**config.mk**
```make
export PLATFORM = sky130hd
export DESIGN_NAME = regmap_host_if
export DESIGN_NICKNAME = d
export VERILOG_FILES = /design/src/rtl/regmap_pkg.sv /design/src/rtl/regmap_rsp_slice.sv /design/src/rtl/regmap_host_if.sv
export SDC_FILE = /design/constraint.sdc
export NUM_CORES = 1
export LEC_CHECK = 0
export ABC_AREA = 1
export BUFFER_PORTS_ARGS = -buffer_cell sky130_fd_sc_hd__buf_2
export CORE_MARGIN = 2
export CORE_UTILIZATION = 51
export DETAILED_ROUTE_END_ITERATION = 10
export PLACE_DENSITY = 0.89
export SLEW_MARGIN = 20
export SYNTH_ARGS = -nofsm -noshare
export SYNTH_HDL_FRONTEND = slang
export SYNTH_SLANG_ARGS = --single-unit
```
**constraint.sdc**
```tcl
create_clock -name clk -period 3.5 [get_ports clk]
set_input_delay 0.7 -clock clk [delete_from_list [all_inputs] [get_ports clk]]
set_output_delay 0.7 -clock clk [all_outputs]
set_load 0.005 [all_outputs]
```
**src/rtl/regmap_pkg.sv**
```systemverilog
// -----------------------------------------------------------------------------
// regmap_pkg
// Shared types and constants for the register-map access port: the host
// interface FSM states, the error data word, and the response record used by
// the register map and its clients.
// -----------------------------------------------------------------------------
package regmap_pkg;

  // Data returned with every out-of-range response.
  localparam logic [31:0] ERR_DATA = 32'hDEADDEAD;

  // Width of the read-latency counter; holds RD_LATENCY values 1..4.
  localparam int LAT_CNT_W = 3;

  // Data width of the shared response record (the register map's native width).
  localparam int RSP_DATA_W = 32;

  // Explicit encodings so the state values stay stable across tool flows.
  typedef enum logic [2:0] {
    IDLE  = 3'd0,
    WRITE = 3'd1,
    READ  = 3'd2,
    WAIT  = 3'd3,
    RESP  = 3'd4
  } state_e;

  // Response record; field order is the packed layout {rdata, err, write}.
  typedef struct packed {
    logic [RSP_DATA_W-1:0] rdata;
    logic                  err;
    logic                  write;
  } rsp_t;

endpackage

```
**src/rtl/regmap_rsp_slice.sv**
```systemverilog
// -----------------------------------------------------------------------------
// regmap_rsp_slice
// Single-entry response holding register with valid/ready on both sides.
// Accepts a new entry only while empty, so the held entry never changes
// while out_valid_o is high.
//
// Ports:
//   clk, rst_n       clock, asynchronous active-low reset
//   in_valid_i/o     producer side: entry offered / slot free
//   in_data_i        entry payload
//   out_valid_o      entry held
//   out_ready_i      consumer takes the entry
//   out_data_o       held payload
// -----------------------------------------------------------------------------
module regmap_rsp_slice
  import regmap_pkg::*;
#(
  parameter int W = $bits(rsp_t)
) (
  input  logic         clk,
  input  logic         rst_n,
  input  logic         in_valid_i,
  output logic         in_ready_o,
  input  logic [W-1:0] in_data_i,
  output logic         out_valid_o,
  input  logic         out_ready_i,
  output logic [W-1:0] out_data_o
);

  logic         valid_q;
  logic [W-1:0] data_q;

  assign in_ready_o  = !valid_q;
  assign out_valid_o = valid_q;
  assign out_data_o  = data_q;

  always_ff @(posedge clk or negedge rst_n) begin
    if (!rst_n) begin
      valid_q <= 1'b0;
      data_q  <= '0;
    end else if (in_valid_i && in_ready_o) begin
      valid_q <= 1'b1;
      data_q  <= in_data_i;
    end else if (valid_q && out_ready_i) begin
      valid_q <= 1'b0;
    end
  end

endmodule

```
**src/rtl/regmap_host_if.sv**
```systemverilog
// -----------------------------------------------------------------------------
// regmap_host_if
// Initiator side of the register-map access port. Takes one host command at a
// time, issues a single wr_en or rd_en strobe, waits out the read latency and
// returns exactly one response. Out-of-range addresses are answered with
// err = 1 and ERR_DATA without touching the register map.
//
// Ports:
//   clk, rst                   clock, asynchronous active-low reset
//   cmd_valid/cmd_ready        command stream (cmd_write, cmd_addr, cmd_wdata)
//   rsp_valid/rsp_ready        response stream (rsp_rdata, rsp_err, rsp_write)
//   wr_en, wr_addr, wr_data    register-map write port
//   rd_en, rd_addr, rd_data    register-map read port
// -----------------------------------------------------------------------------
module regmap_host_if #(
  parameter int                    ADDR_WIDTH = 8,
  parameter int                    DATA_WIDTH = 32,
  parameter int                    NUM_REGS   = 8,
  parameter int                    RD_LATENCY = 1,   // legal range 1..4
  parameter logic [DATA_WIDTH-1:0] ERR_DATA   = DATA_WIDTH'(regmap_pkg::ERR_DATA)
) (
  input  logic                  clk,
  input  logic                  rst,
  input  logic                  cmd_valid,
  output logic                  cmd_ready,
  input  logic                  cmd_write,
  input  logic [ADDR_WIDTH-1:0] cmd_addr,
  input  logic [DATA_WIDTH-1:0] cmd_wdata,
  output logic                  rsp_valid,
  input  logic                  rsp_ready,
  output logic [DATA_WIDTH-1:0] rsp_rdata,
  output logic                  rsp_err,
  output logic                  rsp_write,
  output logic                  wr_en,
  output logic [ADDR_WIDTH-1:0] wr_addr,
  output logic [DATA_WIDTH-1:0] wr_data,
  output logic                  rd_en,
  output logic [ADDR_WIDTH-1:0] rd_addr,
  input  logic [DATA_WIDTH-1:0] rd_data
);

  localparam int               CNT_W      = regmap_pkg::LAT_CNT_W;
  localparam logic [CNT_W-1:0] LAT_LOAD   = CNT_W'(RD_LATENCY);
  localparam logic [31:0]      NUM_REGS_U = 32'(NUM_REGS);

  regmap_pkg::state_e    state_q, state_d;
  logic [CNT_W-1:0]      cnt_q, cnt_d;
  logic                  cmd_ready_q;
  logic [ADDR_WIDTH-1:0] wr_addr_q, wr_addr_d;
  logic [ADDR_WIDTH-1:0] rd_addr_q, rd_addr_d;
  logic [DATA_WIDTH-1:0] wr_data_q, wr_data_d;

  // Response payload packed as {rdata, err, write}.
  logic                  push_valid, push_ready;
  logic [DATA_WIDTH+1:0] push_data, rsp_data;

  logic cmd_fire, addr_ok;

  assign cmd_fire = cmd_valid && cmd_ready_q;
  // Unsigned compare on a zero-extended address, so all-ones is out of range.
  assign addr_ok  = 32'(cmd_addr) < NUM_REGS_U;

  always_comb begin
    // NOTE: every combinational output gets a default first so no path leaves
    // it unassigned; a missing default here would infer a latch.
    state_d    = state_q;
    cnt_d      = cnt_q;
    wr_addr_d  = wr_addr_q;
    wr_data_d  = wr_data_q;
    rd_addr_d  = rd_addr_q;
    push_valid = 1'b0;
    push_data  = '0;

    case (state_q)
      regmap_pkg::IDLE: begin
        if (cmd_fire) begin
          if (!addr_ok) begin
            // Answered directly; the register map never sees this command.
            push_valid = 1'b1;
            push_data  = {ERR_DATA, 1'b1, cmd_write};
            if (push_ready) state_d = regmap_pkg::RESP;
          end else if (cmd_write) begin
            wr_addr_d = cmd_addr;
            wr_data_d = cmd_wdata;
            state_d   = regmap_pkg::WRITE;
          end else begin
            rd_addr_d = cmd_addr;
            state_d   = regmap_pkg::READ;
          end
        end
      end
      regmap_pkg::WRITE: begin
        push_valid = 1'b1;
        push_data  = {{DATA_WIDTH{1'b0}}, 1'b0, 1'b1};
        if (push_ready) state_d = regmap_pkg::RESP;
      end
      regmap_pkg::READ: begin
        cnt_d   = LAT_LOAD;
        state_d = regmap_pkg::WAIT;
      end
      regmap_pkg::WAIT: begin
        // A count of 1 here means this is the cycle the count reaches 0:
        // rd_data is valid now, RD_LATENCY cycles after the rd_en cycle.
        if (cnt_q == CNT_W'(1)) begin
          push_valid = 1'b1;
          push_data  = {rd_data, 1'b0, 1'b0};
          if (push_ready) state_d = regmap_pkg::RESP;
        end else begin
          cnt_d = cnt_q - CNT_W'(1);
        end
      end
      regmap_pkg::RESP: begin
        if (rsp_valid && rsp_ready) state_d = regmap_pkg::IDLE;
      end
      default: state_d = regmap_pkg::IDLE;
    endcase
  end

  always_ff @(posedge clk or negedge rst) begin
    if (!rst) begin
      state_q     <= regmap_pkg::IDLE;
      cnt_q       <= '0;
      cmd_ready_q <= 1'b0;
      wr_addr_q   <= '0;
      wr_data_q   <= '0;
      rd_addr_q   <= '0;
    end else begin
      // NOTE: non-blocking assignments so every flop samples the pre-edge
      // values; blocking ones would make results depend on statement order.
      state_q     <= state_d;
      cnt_q       <= cnt_d;
      // Registered so it is 0 throughout reset and rises on the first edge.
      cmd_ready_q <= (state_d == regmap_pkg::IDLE);
      wr_addr_q   <= wr_addr_d;
      wr_data_q   <= wr_data_d;
      rd_addr_q   <= rd_addr_d;
    end
  end

  regmap_rsp_slice #(
    .W (DATA_WIDTH + 2)
  ) u_rsp_slice (
    .clk         (clk),
    .rst_n       (rst),
    .in_valid_i  (push_valid),
    .in_ready_o  (push_ready),
    .in_data_i   (push_data),
    .out_valid_o (rsp_valid),
    .out_ready_i (rsp_ready),
    .out_data_o  (rsp_data)
  );

  assign {rsp_rdata, rsp_err, rsp_write} = rsp_data;

  assign cmd_ready = cmd_ready_q;
  assign wr_en     = (state_q == regmap_pkg::WRITE);
  assign rd_en     = (state_q == regmap_pkg::READ);
  assign wr_addr   = wr_addr_q;
  assign wr_data   = wr_data_q;
  assign rd_addr   = rd_addr_q;

endmodule
```
==> results_dict.tcl, run 1 <==
set metrics [dict create \
    finClkSkew_ns 0.00860 \
    clk-insertion-delay-late_ns 0.35 \
    cts_resized 0 \
    clk_pin_slew_ns 0.08 \
    holdBufCountCts 0 \
    rows 31 \
    finalCritPeriodShare_pct 60.3 \
    final-hold-violation-count 0 \
    grt_pass1_wl_mm 15.0 \
    root_buffer "clkbuf_8" \
    timing.setup.tns_ns 0 \
    synth_area_leaders "dfrtp_1, nand2_1, nand3_1" \
    r2r-start "state_q[0]$_DFF_PN0_" \
    dieArea_um2 8120 \
    rsz0062_at_grt "false" \
    power_w 0.00250 \
    setup_viol 0 \
    syn-num-nets 533 \
    critPathCaptureType "flop" \
    p_per_area_nw_per_um2 520 \
    ys_types 21 \
    globalplace.congestion 0.849 \
    cts_tree "done" \
    slew_violations 0 \
    die_h_um 90.1 \
    ctsLongestPathBuffers 2 \
    leakagePower_nw 3.04 \
    synth_area_um2 3780 \
    fmax_mhz 474 \
    dp_hpwl_mm 6.59 \
    first_pass_iters 4 \
    first_global_vias 3335 \
    crit_start "state_q[0]$_DFF_PN0_" \
    syn_area_per_cell_um2 8.33 \
    yosysTopAreaCell "dfrtp_1" \
    pin_count 163 \
    grt_overflow 0 \
    wl_per_cell_um 12.7 \
    critPathLaunchType "flop" \
    multiInputGateArea_um2 1310 \
    grt_max_degree 91 \
    die_width_um 90.1 \
    ys_seq_area_share_pct 59.5 \
    synth_top_area_share_pct 59.5 \
    arrival_ns 2.35 \
    port_buffers 162 \
    cts.sinks 90 \
    track_usage_pct 23.0 \
    drive_gt1_share_pct 30.8 \
    antenna_left 0 \
    maxCapViolCount 0 \
    path_max_fanout 35 \
    worstSetupPathType "reg2reg" \
    post_cts_buffers 0 \
    ys_seq_elements 90 \
    drc 0 \
    htreeDepth 3 \
    status "finished, final reports clean" \
    final_nets 688 \
    hp-class "in2async" \
    ir_drop_mv 0.267 \
    routed_wl_mm 9.05 \
    nFillCells 588 \
    vias_per_cell 4.80 \
    seq_area_um2 2250 \
    core_um2 7210 \
    antenna_found_initial 0 \
    worst_pin_slew_ns 0.771 \
    synth_edf_count 0 \
    drt_iter0_drc 137 \
    async_reset_ff_share_pct 100 \
    syn2layout_area_growth_pct 27.1 \
    synthCells 454 \
    yosysMostFrequentCell "nand2_1" \
    cts-buffers-inserted 9 \
    antenna_cells 0 \
    relSlewSlack_pct 48.4 \
    min_period_ns 2.11 \
    yosysWarnings 0 \
    synth_flop_cell "dfrtp_1" \
    dr_total_vias 3419 \
    worstPathRequired_ns 3.74 \
    start_util_pct 52.4 \
    synth_commonest_cells "nand2_1, dfrtp_1, nand3_1, inv_1, nor2_1" \
]
==> layout by cell type (no fill, tap or decap) <==
| cell | netlist | routed |
|---|---|---|
| clkinv_2 | 0 | 2 |
| nor2_2 | 4 | 5 |
| o21ai_0 | 6 | 6 |
| o211ai_1 | 1 | 1 |
| clkbuf_8 | 0 | 10 |
| inv_2 | 2 | 2 |
| o21ai_1 | 4 | 4 |
| buf_4 | 5 | 2 |
| bufinv_16 | 0 | 1 |
| o22ai_1 | 1 | 1 |
| nor2_1 | 22 | 21 |
| and3_1 | 1 | 1 |
| nand2_4 | 2 | 2 |
| buf_6 | 3 | 1 |
| nand2_2 | 1 | 1 |
| ha_1 | 2 | 2 |
| nand4_1 | 2 | 2 |
| inv_1 | 25 | 25 |
| nand2_1 | 238 | 238 |
| clkinvlp_4 | 0 | 2 |
| buf_2 | 9 | 161 |
| nand3_1 | 32 | 32 |
| a21oi_1 | 1 | 1 |
| dfrtp_1 | 90 | 90 |
==> per-layer routing <==
layer	global-route usage [%]	part of all wire [%]
met5	0	0
met4	8.08	2.1
met3	7.38	8.8
met2	37.7	48
met1	29.1	41
==> cell families (layout without fill, tap and decap cells) <==
logic type	after synthesis	in the layout	synth area share [%]
AOI/OAI and AO/OA	13	13	1.82
adders and majority gates	2	2	0.661
buffers and inverters	47	206	6.05
DFF	90	90	59.5
and+or+nand+nor	302	302	31.9
==> metrics by stage <==
step / utilization, % / area [um2] / std cells / setup WS, ns / hold WS (ns)
after floorplan: - / 3780 / 454 / 1.86 / 0.404
after global placement: 63.9 / 4610 / 697 / 1.17 / 0.448
after detailed placement: 63.9 / 4610 / 697 / 1.04 / 0.453
after CTS: 66.6 / 4800 / 712 / 1.40 / 0.473
after global routing: 66.6 / 4810 / 712 / 1.16 / 0.475
final: 66.6 / 4810 / 712 / 1.39 / 0.414
==> worst paths after layout <==
kind / to / slack [ns] / cells past startpoint
worst max register to register: u_rsp_slice.out_data_o[6]$_DFFE_PN0P_ / 1.39 / 8
worst min register to register: u_rsp_slice.out_data_o[9]$_DFFE_PN0P_ / 0.47 / 2
worst max-delay path: u_rsp_slice.out_data_o[6]$_DFFE_PN0P_ / 1.39 / 8
worst min-delay path: u_rsp_slice.out_data_o[26]$_DFFE_PN0P_ / 0.41 / 1
min in group clk: u_rsp_slice.out_data_o[9]$_DFFE_PN0P_ / 0.47 / 2
max in group asynchronous: cnt_q[0]$_DFFE_PN0P_ / 2.58 / 1
==> state kept, by name (all words and copies together) (netlist names) <==
| register | cells |
|---|---|
| cnt_q | 3 |
| u_rsp_slice.out_data_o | 34 |
| cmd_ready | 1 |
| wr_addr | 8 |
| state_q | 3 |
| rd_addr | 8 |
| u_rsp_slice.out_valid_o | 1 |
| wr_data | 32 |
==> worst max-delay path: stages (launching register included) <==
cell and delay [ns]:
dfrtp_1 0.46, nor2_2 0.20, nand2_1 0.07, nor2_1 0.15, nand2_2 0.30, nand2_4 0.34, nand2_4 0.27, nand2_1 0.16
nand2_1 0.06
==> cell type report <==
class	count	area share, %
clock buffer	10	2.86
clock inverter	5	1.15
inverter	27	2.11
multi-input combinational	317	27.1
sequential	90	46.9
tap	99	2.58
timing repair buffer	164	17.3
==> power breakdown <==
group / internal (W) / switching [W] / total, W
Combinational: 0.000213 / 0.000328 / 0.000541
Sequential: 0.00119 / 0.0000843 / 0.00127
Clock: 0.000343 / 0.000345 / 0.000688
No activity file was read; power rests on OpenSTA's default activity.
==> run 2, diff against run 1 <==
--- a/config.mk
+++ b/config.mk
@@ -8,9 +8,9 @@
 export ABC_AREA = 1
 export BUFFER_PORTS_ARGS = -buffer_cell sky130_fd_sc_hd__buf_2
 export CORE_MARGIN = 2
-export CORE_UTILIZATION = 51
+export CORE_UTILIZATION = 47
 export DETAILED_ROUTE_END_ITERATION = 10
-export PLACE_DENSITY = 0.89
+export PLACE_DENSITY = 0.83
 export SLEW_MARGIN = 20
 export SYNTH_ARGS = -nofsm -noshare
 export SYNTH_HDL_FRONTEND = slang
==> constraint.sdc (replaced) <==
create_clock -name clk -period 2.1 [get_ports clk]
set_input_delay 0.42 -clock clk [delete_from_list [all_inputs] [get_ports clk]]
set_output_delay 0.42 -clock clk [all_outputs]
set_load 0.005 [all_outputs]
==> results_dict.tcl, run 2 (synthesized netlist as in run 1, its figures left out) <==
set metrics [dict create \
    multiInputGateArea_um2 1310 \
    cts.sinks 90 \
    dr_total_vias 3411 \
    critPathCaptureType "flop" \
    rows 32 \
    htreeDepth 3 \
    track_usage_pct 21.6 \
    clk_pin_slew_ns 0.09 \
    cts_resized 0 \
    cts-buffers-inserted 9 \
    holdBufCountCts 0 \
    worstSetupPathType "reg2reg" \
    syn2layout_area_growth_pct 29.1 \
    vias_per_cell 4.72 \
    path_max_fanout 35 \
    arrival_ns 2.03 \
    drive_gt1_share_pct 31.6 \
    start_util_pct 48.7 \
    dieArea_um2 8780 \
    final_nets 695 \
    hp-class "in2async" \
    antenna_left 0 \
    globalplace.congestion 0.839 \
    seq_area_um2 2250 \
    die_width_um 93.7 \
    status "finished, final reports clean" \
    finalNonFillerCells 723 \
    first_pass_iters 4 \
    nFillCells 689 \
    antenna_cells 0 \
    finClkSkew_ns 0.0149 \
    grt_overflow 0 \
    finalCritPeriodShare_pct 86.0 \
    mostFrequentLayoutCells "nand2_1, buf_2, dfrtp_1" \
    rsz0062_at_grt "false" \
    maxCapViolCount 0 \
    fmax_mhz 554 \
    first_global_vias 3258 \
    drt_iter0_drc 143 \
    dp.cells 707 \
    drc 0 \
    worst_pin_slew_ns 0.630 \
    worstPathRequired_ns 2.32 \
    leakagePower_nw 3.08 \
    ir_drop_mv 0.420 \
    dp_hpwl_mm 6.75 \
    pin_count 163 \
    relSlewSlack_pct 58.0 \
    antenna_found_initial 0 \
    layout_commonest_cell "nand2_1" \
    critPathLaunchType "flop" \
    fin_util_pct 62.9 \
    min_period_ns 1.81 \
    timing.setup.tns_ns 0 \
    grt_max_degree 50 \
    clk-insertion-delay-late_ns 0.36 \
    final-hold-violation-count 0 \
    root_buffer "clkbuf_8" \
    routed_wl_mm 9.09 \
    grt_pass1_wl_mm 14.8 \
    slew_violations 0 \
    port_buffers 162 \
    core_um2 7770 \
    die_h_um 93.7 \
    p_per_area_nw_per_um2 870 \
    ctsLongestPathBuffers 2 \
    post_cts_buffers 0 \
    cts_tree "done" \
    largest_reg_flops 34 \
    setup_viol 0 \
    wl_per_cell_um 12.6 \
    r2r_cells 7 \
]
## run 2: cell count changes in the layout (fill, tap and decap cells not counted)
| cell | before | now |
|---|---|---|
| buf_12 | 0 | 1 |
| buf_4 | 2 | 9 |
| buf_6 | 1 | 0 |
| clkbuf_1 | 0 | 1 |
| clkinv_2 | 2 | 0 |
| clkinv_4 | 0 | 1 |
| inv_6 | 0 | 1 |
## run 2: area by class of cell
class	instances	area share, %
multi-input combinational	317	26.7
timing repair buffer	171	18.3
clock buffer	11	2.90
tap	102	2.61
sequential	90	46.1
inverter	27	2.08
clock inverter	5	1.28
## run 2: path summary, 6_finish.rpt
kind | startpoint | to | slack [ns]
max in group asynchronous | rst | wr_data[8]$_DFFE_PN0P_ | 1.40
min reg2reg | u_rsp_slice.out_data_o[18]$_DFFE_PN0P_ | u_rsp_slice.out_data_o[18]$_DFFE_PN0P_ | 0.47
max reg2reg | cnt_q[0]$_DFFE_PN0P_ | u_rsp_slice.out_valid_o$_DFFE_PN0P_ | 0.29
min in group clk | cmd_wdata[27] | wr_data[27]$_DFFE_PN0P_ | 0.25
min | rst | u_rsp_slice.out_data_o[19]$_DFFE_PN0P_ | 0.08
max | cnt_q[0]$_DFFE_PN0P_ | u_rsp_slice.out_valid_o$_DFFE_PN0P_ | 0.29
## run 2: layer usage
metal | up-vias | share of wire, % | track usage [%]
met4 | 0 | 1.9 | 8.45
met5 | - | 0 | 0
met3 | 14 | 8.9 | 6.02
li1 | 1704 | - | -
met1 | 1549 | 44 | 27.8
met2 | 144 | 45 | 34.8
## run 2: worst max-delay path: stages (launching register included)
cell and delay [ns]:
dfrtp_1 0.41, ha_1 0.24, nand3_1 0.15, nor2_2 0.05
nor2_1 0.17, nand2_4 0.20, nand2_4 0.34, o21ai_1 0.11
## run 2: where the power goes
part / internal (W) / total (W) / switching, W
combinational: 0.000374 / 0.000930 / 0.000557
clock: 0.000589 / 0.00120 / 0.000607
sequential: 0.00198 / 0.00212 / 0.000145
## run 2: metrics by stage
step	hold WS, ns	total power (W)	cell area (um2)	setup slack [ns]
after floorplan	0.124	0.00265	3780	0.649
after global placement	0.449	0.00305	4680	0.307
after detailed placement	0.454	0.00310	4680	0.282
after CTS	0.0926	0.00430	4880	0.273
after global routing	0.111	0.00452	4880	0.0765
final	0.0817	0.00425	4880	0.295
==> run 3, diff against run 2 <==
--- a/config.mk
+++ b/config.mk
@@ -7,9 +7,11 @@
 export LEC_CHECK = 0
 export ABC_AREA = 1
 export BUFFER_PORTS_ARGS = -buffer_cell sky130_fd_sc_hd__buf_2
-export CORE_MARGIN = 2
+export CORE_MARGIN = 3
 export CORE_UTILIZATION = 47
+export CTS_CLUSTER_SIZE = 28
 export DETAILED_ROUTE_END_ITERATION = 10
+export GPL_TIMING_DRIVEN = 0
 export PLACE_DENSITY = 0.83
 export SLEW_MARGIN = 20
 export SYNTH_ARGS = -nofsm -noshare
==> results_dict.tcl, run 3 (synthesized netlist as in run 1, its figures left out) <==
set metrics [dict create \
    status "finished, final reports clean" \
    die_width_um 95.7 \
    first_global_vias 3341 \
    final-hold-violation-count 0 \
    power_frac_seq_pct 49.8 \
    cts_resized 0 \
    place_area_um2 4750 \
    relSlewSlack_pct 66.4 \
    antenna_found_initial 0 \
    finClkSkew_ns 0.0140 \
    port_buffers 162 \
    hp-class "in2async" \
    setup_viol 0 \
    pwr-share-comb_pct 23.0 \
    design_area_um2 4940 \
    finalWorstSetupSlack_ns 0.321 \
    post_cts_buffers 0 \
    grt_pass1_wl_mm 15.1 \
    syn2layout_area_growth_pct 30.7 \
    worstPathRequired_ns 1.68 \
    dieArea_um2 9160 \
    p_int_w 0.00294 \
    grt_max_degree 54 \
    start_util_pct 48.7 \
    power.switching_w 0.00132 \
    p_per_area_nw_per_um2 862 \
    routed_wl_mm 9.51 \
    ir_drop_mv 0.456 \
    final_nets 707 \
    cts-buffers-inserted 9 \
    drt_iter0_drc 187 \
    drc 0 \
    htreeDepth 3 \
    globalplace.congestion 0.740 \
    pre_cts_ws_ns 0.385 \
    rows 32 \
    cts.sinks 90 \
    clock_power_share_pct 27.2 \
    path_max_fanout 6 \
    worst_pin_slew_ns 0.504 \
    largest_reg_flops 34 \
    finalCritPeriodShare_pct 84.7 \
    clk_pin_slew_ns 0.09 \
    cts_tree "done" \
    switching_share_pct 31.0 \
    layout_commonest_cell "nand2_1" \
    ctsLongestPathBuffers 2 \
    worstSetupPathType "reg2out" \
    min_period_ns 1.78 \
    dp_hpwl_mm 7.34 \
    crit_family "flip-flops" \
    root_buffer "clkbuf_8" \
    critPathCaptureType "output port" \
    clk-insertion-delay-late_ns 0.35 \
    rsz0062_at_grt "false" \
    crit_path_max_incr_delay_ns 0.41 \
    antenna_left 0 \
    mostFrequentLayoutCells "nand2_1, buf_2, dfrtp_1" \
    dr_total_vias 3503 \
    core_um2 7770 \
    drive_gt1_share_pct 32.2 \
    arrival_ns 1.36 \
    grt_overflow 0 \
    track_usage_pct 21.0 \
    critPathLaunchType "flop" \
    wl_per_cell_um 12.9 \
    leakagePower_nw 3.12 \
    worst-path-buf-inv 2 \
    antenna_cells 0 \
    first_pass_iters 4 \
    fin_hold_ws_ns 0.0347 \
    pin_count 163 \
    die_h_um 95.7 \
    crit_slowest_cell "dfrtp_1" \
    slew_violations 0 \
    vias_per_cell 4.77 \
    holdBufCountCts 0 \
    path_cells "inv_1, nand2_1, nor2_2, buf_2" \
    maxCapViolCount 0 \
    fmax_mhz 562 \
]
## run 3: final timing paths
path	from	to	slack, ns	cells after the start
worst min register to register	wr_data[23]$_DFFE_PN0P_	wr_data[23]$_DFFE_PN0P_	0.47	2
min in group clk	rsp_ready	u_rsp_slice.out_valid_o$_DFFE_PN0P_	0.26	2
worst max-delay path	state_q[2]$_DFF_PN0_	wr_en	0.32	4
worst max register to register	state_q[0]$_DFF_PN0_	wr_data[22]$_DFFE_PN0P_	0.45	8
max in group asynchronous	rst	cnt_q[1]$_DFFE_PN0P_	1.42	2
worst min-delay path	rst	u_rsp_slice.out_data_o[26]$_DFFE_PN0P_	0.03	1
## run 3: area by class of cell
cell class	count	area, um2
sequential	90	2250
tap	102	128
multi-input combinational	317	1300
timing repair buffer	163	841
inverter	27	101
clock buffer	10	128
fill	689	2820
clock inverter	6	65.1
buffer	20	128
## run 3: power groups by stage
stage,Sequential [W],Clock [W],Combinational [W]
finish,0.00212,0.00116,0.000982
global route,0.00215,0.00125,0.00113
CTS,0.00212,0.00119,0.000999
detailed placement,0.00215,0,0.000997
global placement,0.00214,0,0.000959
floorplan,0.00216,0,0.000488
## run 3: metrics by stage
step	total power [W]	util (%)	TNS, ns	cells
2_1_floorplan	0.00265	-	0	454
3_3_place_gp	0.00310	60.8	-11.62	718
3_5_place_dp	0.00315	61.2	0	719
4_1_cts	0.00431	63.7	0	735
5_1_grt	0.00454	63.7	0	735
6_report	0.00426	63.7	0	735
## run 3: layer usage
layer | global-route usage, % | share of wire, % | vias up
met2 | 34.2 | 48 | 148
li1 | - | - | 1731
met3 | 6.41 | 9.9 | 19
met5 | 0 | 0 | -
met4 | 8.65 | 2.0 | 0
met1 | 26.0 | 40 | 1605
